<file path="src/rtl/fetch_pkg.sv">
// Shared definitions for the instruction fetch aligner: line width, the NOP
// encoding presented when no instruction is available, the line-buffer FSM
// state type and the wrapping next-line tag helper.
package fetch_pkg;

    localparam int unsigned LINE_W = 64;
    localparam int unsigned TAG_W  = 29;

    localparam logic [31:0] NOP_INSTR = 32'h00000013;

    typedef enum logic [1:0] {
        S_EMPTY = 2'b00,
        S_VALID = 2'b01,
        S_SPLIT = 2'b10
    } state_e;

    // Tag of the line following 'tag'; wraps from the top of memory to line 0.
    function automatic logic [TAG_W-1:0] next_tag(input logic [TAG_W-1:0] tag);
        return tag + 29'd1;
    endfunction

endpackage

</file>
<file path="src/rtl/ifetch_hwsel.sv">
// Halfword selector: picks one 16-bit parcel out of a 64-bit fetch line.
module ifetch_hwsel
    import fetch_pkg::*;
(
    input  logic [LINE_W-1:0] line_i,
    input  logic [1:0]        off_i,
    output logic [15:0]       hw_o
);

    // Mux the addressed halfword out of the line.
    always_comb begin
        hw_o = 16'h0000;
        case (off_i)
            2'b00:   hw_o = line_i[15:0];
            2'b01:   hw_o = line_i[31:16];
            2'b10:   hw_o = line_i[47:32];
            2'b11:   hw_o = line_i[63:48];
            default: hw_o = 16'h0000;
        endcase
    end

endmodule

</file>
<file path="src/rtl/ifetch_align.sv">
// Instruction fetch aligner. Presents the instruction at pc from either the
// single held line buffer or the line the SRAM returns this cycle, stitching
// 32-bit instructions that straddle two lines.
// Optional feature macro: IFETCH_RVC_EN (compressed 16-bit instruction support;
// when undefined only halfword-aligned-to-word 32-bit instructions are served).
module ifetch_align
    import fetch_pkg::*;
(
    input  logic              clk,
    input  logic              cpurst,
    input  logic [31:0]       pc,
    input  logic              isram_cs_ff,
    input  logic [31:3]       isram_adr_ff,
    input  logic [LINE_W-1:0] isram_rdata,
    input  logic              jb_ff,
    output logic [31:0]       rv32_instr,
    output logic              isrv16,
    output logic              instr_valid,
    output logic              fetch_misalign
);

    state_e              state_q, state_d;
    logic [LINE_W-1:0]   lbuf_q, lbuf_d;
    logic [TAG_W-1:0]    ltag_q, ltag_d;
    logic                lvalid_q, lvalid_d;

    logic                lvalid_eff_s;
    logic [TAG_W-1:0]    tag0_s, tag1_s;
    logic                last_hw_s;
    logic                hit0_rd_s, hit0_lb_s, hit1_rd_s, hit1_lb_s;
    logic [LINE_W-1:0]   line0_s, line1_s;
    logic [1:0]          off1_s;
    logic                hw0_present_s, hw1_present_s;
    logic [15:0]         hw0_s, hw1_s;
    logic                is16_s;
    logic                misalign_s;
    logic                split_match_s;
    state_e              base_state_s;
    logic                capture_s;

    // A redirect kills the held line before it can be matched against pc.
    assign lvalid_eff_s = lvalid_q & ~jb_ff;

    assign tag0_s    = pc[31:3];
    assign tag1_s    = next_tag(tag0_s);
    assign last_hw_s = (pc[2:1] == 2'b11);

    // The SRAM line is checked first so it wins when both candidates share a tag.
    assign hit0_rd_s = isram_cs_ff  & (isram_adr_ff == tag0_s);
    assign hit0_lb_s = lvalid_eff_s & (ltag_q == tag0_s);
    assign hit1_rd_s = isram_cs_ff  & (isram_adr_ff == tag1_s);
    assign hit1_lb_s = lvalid_eff_s & (ltag_q == tag1_s);

    assign line0_s = hit0_rd_s ? isram_rdata : lbuf_q;
    assign line1_s = last_hw_s ? (hit1_rd_s ? isram_rdata : lbuf_q) : line0_s;
    assign off1_s  = last_hw_s ? 2'b00 : (pc[2:1] + 2'b01);

    assign hw0_present_s = hit0_rd_s | hit0_lb_s;
    assign hw1_present_s = last_hw_s ? (hit1_rd_s | hit1_lb_s) : hw0_present_s;

    ifetch_hwsel u_hwsel0 (
        .line_i (line0_s),
        .off_i  (pc[2:1]),
        .hw_o   (hw0_s)
    );

    ifetch_hwsel u_hwsel1 (
        .line_i (line1_s),
        .off_i  (off1_s),
        .hw_o   (hw1_s)
    );

`ifdef IFETCH_RVC_EN
    assign is16_s     = (hw0_s[1:0] != 2'b11);
    assign misalign_s = hw0_present_s & ~is16_s & last_hw_s & ~hw1_present_s;
`else
    assign is16_s     = 1'b0;
    assign misalign_s = 1'b0;
`endif

    // Combinational instruction presentation; reset forces the idle NOP view.
    always_comb begin
        rv32_instr     = NOP_INSTR;
        isrv16         = 1'b0;
        instr_valid    = 1'b0;
        fetch_misalign = 1'b0;
        if (cpurst) begin
            rv32_instr     = NOP_INSTR;
            isrv16         = 1'b0;
            instr_valid    = 1'b0;
            fetch_misalign = 1'b0;
        end else if (hw0_present_s & is16_s) begin
            rv32_instr  = {16'h0000, hw0_s};
            isrv16      = 1'b1;
            instr_valid = 1'b1;
        end else if (hw0_present_s & hw1_present_s & ~pc[1]) begin
            rv32_instr  = {hw1_s, hw0_s};
            instr_valid = 1'b1;
        end else if (hw0_present_s & hw1_present_s) begin
            // Halfword-offset 32-bit instruction: only legal with compressed support.
`ifdef IFETCH_RVC_EN
            rv32_instr  = {hw1_s, hw0_s};
            instr_valid = 1'b1;
`else
            rv32_instr  = NOP_INSTR;
            instr_valid = 1'b0;
`endif
        end else begin
            fetch_misalign = misalign_s;
        end
    end

    // In a split, only the line directly after the held lower half may replace it.
    assign split_match_s = isram_cs_ff & (isram_adr_ff == next_tag(ltag_q));
    assign base_state_s  = jb_ff ? S_EMPTY : state_q;
    assign capture_s     = isram_cs_ff & ~((base_state_s == S_SPLIT) & ~split_match_s);

    // Next-state and line-buffer update decisions.
    always_comb begin
        state_d  = base_state_s;
        lbuf_d   = lbuf_q;
        ltag_d   = ltag_q;
        lvalid_d = lvalid_eff_s | capture_s;
        if (capture_s) begin
            lbuf_d = isram_rdata;
            ltag_d = isram_adr_ff;
        end else begin
            lbuf_d = lbuf_q;
            ltag_d = ltag_q;
        end
        case (base_state_s)
            S_EMPTY: begin
                if (isram_cs_ff) begin
                    state_d = misalign_s ? S_SPLIT : S_VALID;
                end else begin
                    state_d = S_EMPTY;
                end
            end
            S_VALID: begin
                state_d = misalign_s ? S_SPLIT : S_VALID;
            end
            S_SPLIT: begin
                state_d = split_match_s ? S_VALID : S_SPLIT;
            end
            default: begin
                state_d = S_EMPTY;
            end
        endcase
    end

    // FSM and line buffer registers with synchronous reset.
    always_ff @(posedge clk) begin
        if (cpurst) begin
            state_q  <= S_EMPTY;
            lbuf_q   <= 64'h0;
            ltag_q   <= 29'h0;
            lvalid_q <= 1'b0;
        end else begin
            state_q  <= state_d;
            lbuf_q   <= lbuf_d;
            ltag_q   <= ltag_d;
            lvalid_q <= lvalid_d;
        end
    end

endmodule

</file>
<file path="config.mk">
export PLATFORM = sky130hd
export DESIGN_NAME = ifetch_align
export DESIGN_NICKNAME = d
export VERILOG_FILES = /design/src/rtl/fetch_pkg.sv /design/src/rtl/ifetch_hwsel.sv /design/src/rtl/ifetch_align.sv
export SDC_FILE = /design/constraint.sdc
export NUM_CORES = 1
export LEC_CHECK = 0
export ABC_CLOCK_PERIOD_IN_PS = 6000
export CAP_MARGIN = 25
export CORE_UTILIZATION = 55
export CTS_CLUSTER_DIAMETER = 50
export CTS_CLUSTER_SIZE = 12
export DETAILED_ROUTE_END_ITERATION = 6
export PLACE_DENSITY_LB_ADDON = 0.05
export SLEW_MARGIN = 20
export SYNTH_ARGS = -nofsm -noshare
export SYNTH_HDL_FRONTEND = slang
export SYNTH_HIERARCHICAL = 1
export SYNTH_SLANG_ARGS = --single-unit
</file>
<file path="constraint.sdc">
create_clock -name clk -period 6 [get_ports clk]
set_input_delay 0.9 -clock clk [delete_from_list [all_inputs] [get_ports clk]]
set_output_delay 0.9 -clock clk [all_outputs]
set_load 0.05 [all_outputs]
</file>
* Yosys cells after proc, flatten, opt, wreduce, memory -nomap -nowiden
Cells that the tools add are included.
Storage, ports and cells: flip-flop bits (word level) 96, output and inout port bits 35, logic and storage cells 55
Operators by class: add/sub/neg operators 3, equality and inequality tests 13, mux-type cells 15, bitwise logic cells 17, reductions and logical operators 3
Operator list (number):
- $mux W64 | 3
- $eq A29 B29 Y1 | 5
- $pmux W16 S4 | 2
- $mux W32 | 2
- $add A29 B1 Y29 const B | 2
- $and A1 B1 Y1 | 10
- $eq A2 B2 Y1 const B | 5
- $eq A2 B1 Y1 const B | 3
- $logic_not A2 Y1 | 3
- $mux W2 | 3
- $pmux W2 S3 | 1
- $mux W1 | 4
- $not A1 Y1 | 4
- $or A1 B1 Y1 | 3
- $add A2 B1 Y2 const B | 1

* Logic depth before layout (Yosys ltp)
depth after elaboration 9, mapped depth 14, mapped depth without buffers 12

* By module
Netlist, hierarchy kept.
By module, submodules not included:
- ifetch_align | instances 1, cells an instance 1019, area each 8590.7 um2, seq. area each 1921.8 um2
- ifetch_hwsel | instances 2, cells an instance 20, area each 424.2 um2, seq. area each 0.0 um2

* Worst setup path after synthesis
OpenSTA, ideal clock, no wires.
path type input to output, start input pc[3], end output rv32_instr[18], arrival time 4301 ps, data required time 5100 ps, path slack 799 ps, stages 14, cell sequence ha_1 > and4_1 > buf_4 > nand4_2 > or4_1 > clkbuf_1 > xnor2_1 > o2111ai_1 > nor4_2 > a21oi_2 > buf_6 > mux2_1 > mux4_2 > nor2b_1
Between the ends: elaborated cells between the ends (all ways) 20, those cells by class add/sub (1); eq/ne (4); mux (7); bitwise (8)
RTL lines:
- start: declaration | RTL line ifetch_align.sv:11 | input logic [31:0] pc,
- $add A29 B1 Y29 | RTL line fetch_pkg.sv:19 | return tag + 29'd1;
- $eq A29 B29 Y1 | RTL line ifetch_align.sv:51 | assign hit1_rd_s = isram_cs_ff & (isram_adr_ff == tag1_s);
- $and A1 B1 Y1 | RTL line ifetch_align.sv:51
- $mux W64 | RTL line ifetch_align.sv:55 | assign line1_s = last_hw_s ? (hit1_rd_s ? isram_rdata : lbuf_q) : line0_s;
- $mux W64 * | RTL line ifetch_align.sv:55
- named net line1_s[18] | RTL line ifetch_align.sv:31 | logic [LINE_W-1:0] line0_s, line1_s;
- $pmux W16 S4 * | RTL line ifetch_hwsel.sv:13 | case (off_i)
- named net hw1_s[2] | RTL line ifetch_align.sv:34 | logic [15:0] hw0_s, hw1_s;
- $mux W32 * | RTL line ifetch_align.sv:96 | end else if (hw0_present_s & hw1_present_s & ~pc[1]) begin
- $mux W32 * | RTL line ifetch_align.sv:87 | if (cpurst) begin
- end: declaration | RTL line ifetch_align.sv:16 | output logic [31:0] rv32_instr,
Mark *: on every way through the listed nets, which the timed path passes. The rest lies on a longest branch.

* Final worst setup path
start input pc[22], end output rv32_instr[20]
Same word-level chain as after synthesis.

==> metrics.md <==
| Metric | Value |
|---|---|
| Final RePlAce weighted congestion | `0.964` |
| Max Clk Rate | `0.170 GHz` |
| Routed len/inst | `19.9 um` |
| Pin count of the biggest net entering global routing | `80` |
| Post-layout nets | `1,317` |
| Cell Chain, Critical Path | `clkdlybuf4s50_1, xnor2_1, a21oi_1, a31oi_1, nand3_1, nor4_2, buf_4, nand4_1, nor4_4, a21oi_4, buf_4, mux2_1, mux4_2, nor2b_1, buf_12` |
| Slowest cell on the critical path | `clkdlybuf4s50_1` |
| Peak supply drop | `0.137 mV` |
| DP Cell Count | `1,392` |
| First-pass GRT wire length | `43,900 um` |
| Die area | `0.0177 mm2` |
| CTS Buffer Depth | `2` |
| DRT Wirelength | `28,000 um` |
| CP Max Fanout | `12` |
| Crit path max-delay family | `simple AND/OR/NAND/NOR gates` |
| Final ANT Viol Nets | `0` |
| Distinct cells, synth | `64` |
| Post-route cell area | `0.0119 mm2` |
| Final hold slack | `0.495 ns` |
| Setup TNS | `0 ns` |
| TritonCTS Buffers | `9` |
| Syn-to-layout area delta | `26.2%` |
| Initial antenna violation count | `0` |
| Starting Density | `56.7%` |
| Register area share after synthesis | `20.4%` |
| Placement Setup Slack | `0.0916 ns` |
| Pwr dens | `162 mW/mm2` |
| Crit path kind | `input port to output pin` |
| Routed via count | `8,548` |
| Minimum clock period | `5.88 ns` |
| Setup ws final | `0.119 ns` |
| Crit path arrival time | `4.98 ns` |
| Cell area after synthesis | `0.00944 mm2` |
| I/O pin total | `164` |
| TritonCTS clock tree | `done` |
| Setup crit end kind | `output pin` |
| DRT Pass-1 Iters | `6` |
| Post-DP Area | `0.0115 mm2` |
| Row count | `47` |
| Final Hold Vio Count | `0` |
| Status | `completed` |
| Skew-Pair Late Insertion Delay | `0.36 ns` |
| Total congestion overflow | `0` |
| Initial drt markers | `573` |
| CTS root buf | `clkbuf_16` |
| Cell count after synthesis | `1,059` |
| Max Slew Vio Count | `0` |
| Diode count | `0` |
| R2r setup slk | `1.72 ns` |
| Number of clock sinks | `96` |
| Post-synth EDFFs | `0` |
| Final setup viols | `0` |
| Finished Layout Cells | `1,410` |
| Async S/R FF share, synth | `0%` |
| Commonest non-fill, non-tap cell in the layout | `clkdlybuf4s50_1` |
| Hold bufs inserted after CTS | `0` |
| CP Data Required Time | `5.10 ns` |
| Most frequent cells in the layout | `126 x clkdlybuf4s50_1, 116 x nor2_1, 100 x mux2i_1, 96 x xnor2_1, 96 x dfxtp_1` |
| Clock Skews | `0.00999 ns` |
| Top_reg_cell synth | `dfxtp_1` |
| Startpoint types | `input port` |
| Number of global-route vias before repair | `8,262` |
| H-Tree Depth | `3` |
| Vias per Instance | `6.06` |
| Gr usage total | `31.8%` |
| Slowest stage delay, CP | `0.52 ns` |
| Worst path bufs/invs | `4` |
| Least-Margin Pin Slew | `0.973 ns` |
| Core area | `0.0166 mm2` |
| Clock transition at the registers of the reported paths | `0.08 ns` |
| Most frequent CP cell | `buf_4` |
| Avg Inst Size Synth | `8.91 um2` |
| Final worst-path cycle share | `98.0%` |
| Worst Hold Class | `flip-flop to flip-flop` |
| Die X | `133 um` |
| Slew HR | `34.6%` |
| Post-DP HPWL | `20,600 um` |
| Number of max-cap violations | `0` |
| # DRC | `0` |
| Port Buf Inserts | `160` |
| Die H | `133 um` |
| Layout cells sized above 1 | `17.5%` |
| Ys Warns | `6` |
| Leakage | `4.72 nW` |
| #FFs+latches synth | `96` |
## where the power goes
| part | internal [mW] | switching [mW] |
|---|---|---|
| logic | 0.280 | 0.258 |
| clock network | 0.376 | 0.298 |
| registers | 0.675 | 0.0480 |
## registers in the layout, indices dropped and copies added (netlist names)
register,flops
lvalid_q,1
lbuf_q,64
state_q,2
ltag_q,29
## logic make-up (layout without fill, tap and decap cells)
| group | count (synthesis) | after routing | share of synthesized area (%) |
|---|---|---|---|
| flip-flops | 96 | 96 | 20.4 |
| adder cells (fa/ha/maj) | 3 | 3 | 0.398 |
| AND/OR/NAND/NOR | 364 | 364 | 20.1 |
| XOR/XNOR | 129 | 129 | 12.0 |
| multiplexers | 262 | 262 | 34.2 |
| buffers and inverters | 118 | 248 | 6.76 |
| AO/OA/AOI/OAI | 86 | 86 | 6.11 |
| other | 1 | 2 | 0.0397 |
## layer usage
metal | global-route usage (%) | vias to the layer above | wire [um]
met3 | 4.52 | 53 | 1690
met1 | 39.6 | 4105 | 11700
met2 | 54.3 | 325 | 13700
li1 | - | 4065 | -
met4 | 14.3 | 0 | 944
met5 | 0 | - | 0
## worst reg2reg max path, cell delays in order (launching register included)
cell	delay, ns
dfxtp_1	0.66
nand4_1	0.18
nor4_1	0.86
and4_1	0.33
o211ai_1	0.10
a211oi_1	0.44
nand4_1	0.37
o31ai_4	0.34
buf_12	0.51
mux2i_1	0.29
nor2_1	0.06
## worst paths after layout
| kind | start | endpoint | cells after the start |
|---|---|---|---|
| max | pc[22] | rv32_instr[20] | 15 |
| min | state_q[1] | state_q[1] | 2 |
| max reg2reg | ltag_q[7] | ltag_q[24] | 10 |
| min reg2reg | state_q[1] | state_q[1] | 2 |
## Yosys cell counts (all sizes together), types with 15 or more instances
library cell	count	area (um2)
mux4	32	766
nor3	25	125
xnor2	97	850
clkbuf	47	178
o21ai	15	75.1
mux2	130	1460
nor2	117	439
nand2	43	161
nor2b	37	231
dfxtp	96	1920
nand3	31	160
xor2	32	280
a21oi	21	109
mux2i	100	1000
inv	20	75.1
nor4	19	144
buf	51	385
nand4	33	213
## what timing repair did
item / 4_1_cts / 5_1_grt
gates resized for setup: 0 / 11
endpoints found under the setup margin: 0 / 16
setup buffers: 0 / 2
## stage by stage
step           utilization, %  power, mW
2_1_floorplan               -       1.06
4_1_cts                  71.1       1.94
5_1_grt                  71.6       2.02
3_5_place_dp             69.1       1.26
3_3_place_gp             69.1       1.25
6_report                 71.6       1.94
## final cells by class
cell class / count / area (um2)
well taps: 220 / 275
multi-input cells: 846 / 6970
fillers: 1352 / 4730
repair buffers: 212 / 2340
inverters: 20 / 75.1
flip-flops and latches: 96 / 1920
clock buffers: 9 / 225
clock inverters: 7 / 109
Note: power is estimated with default switching activity, not from simulation.
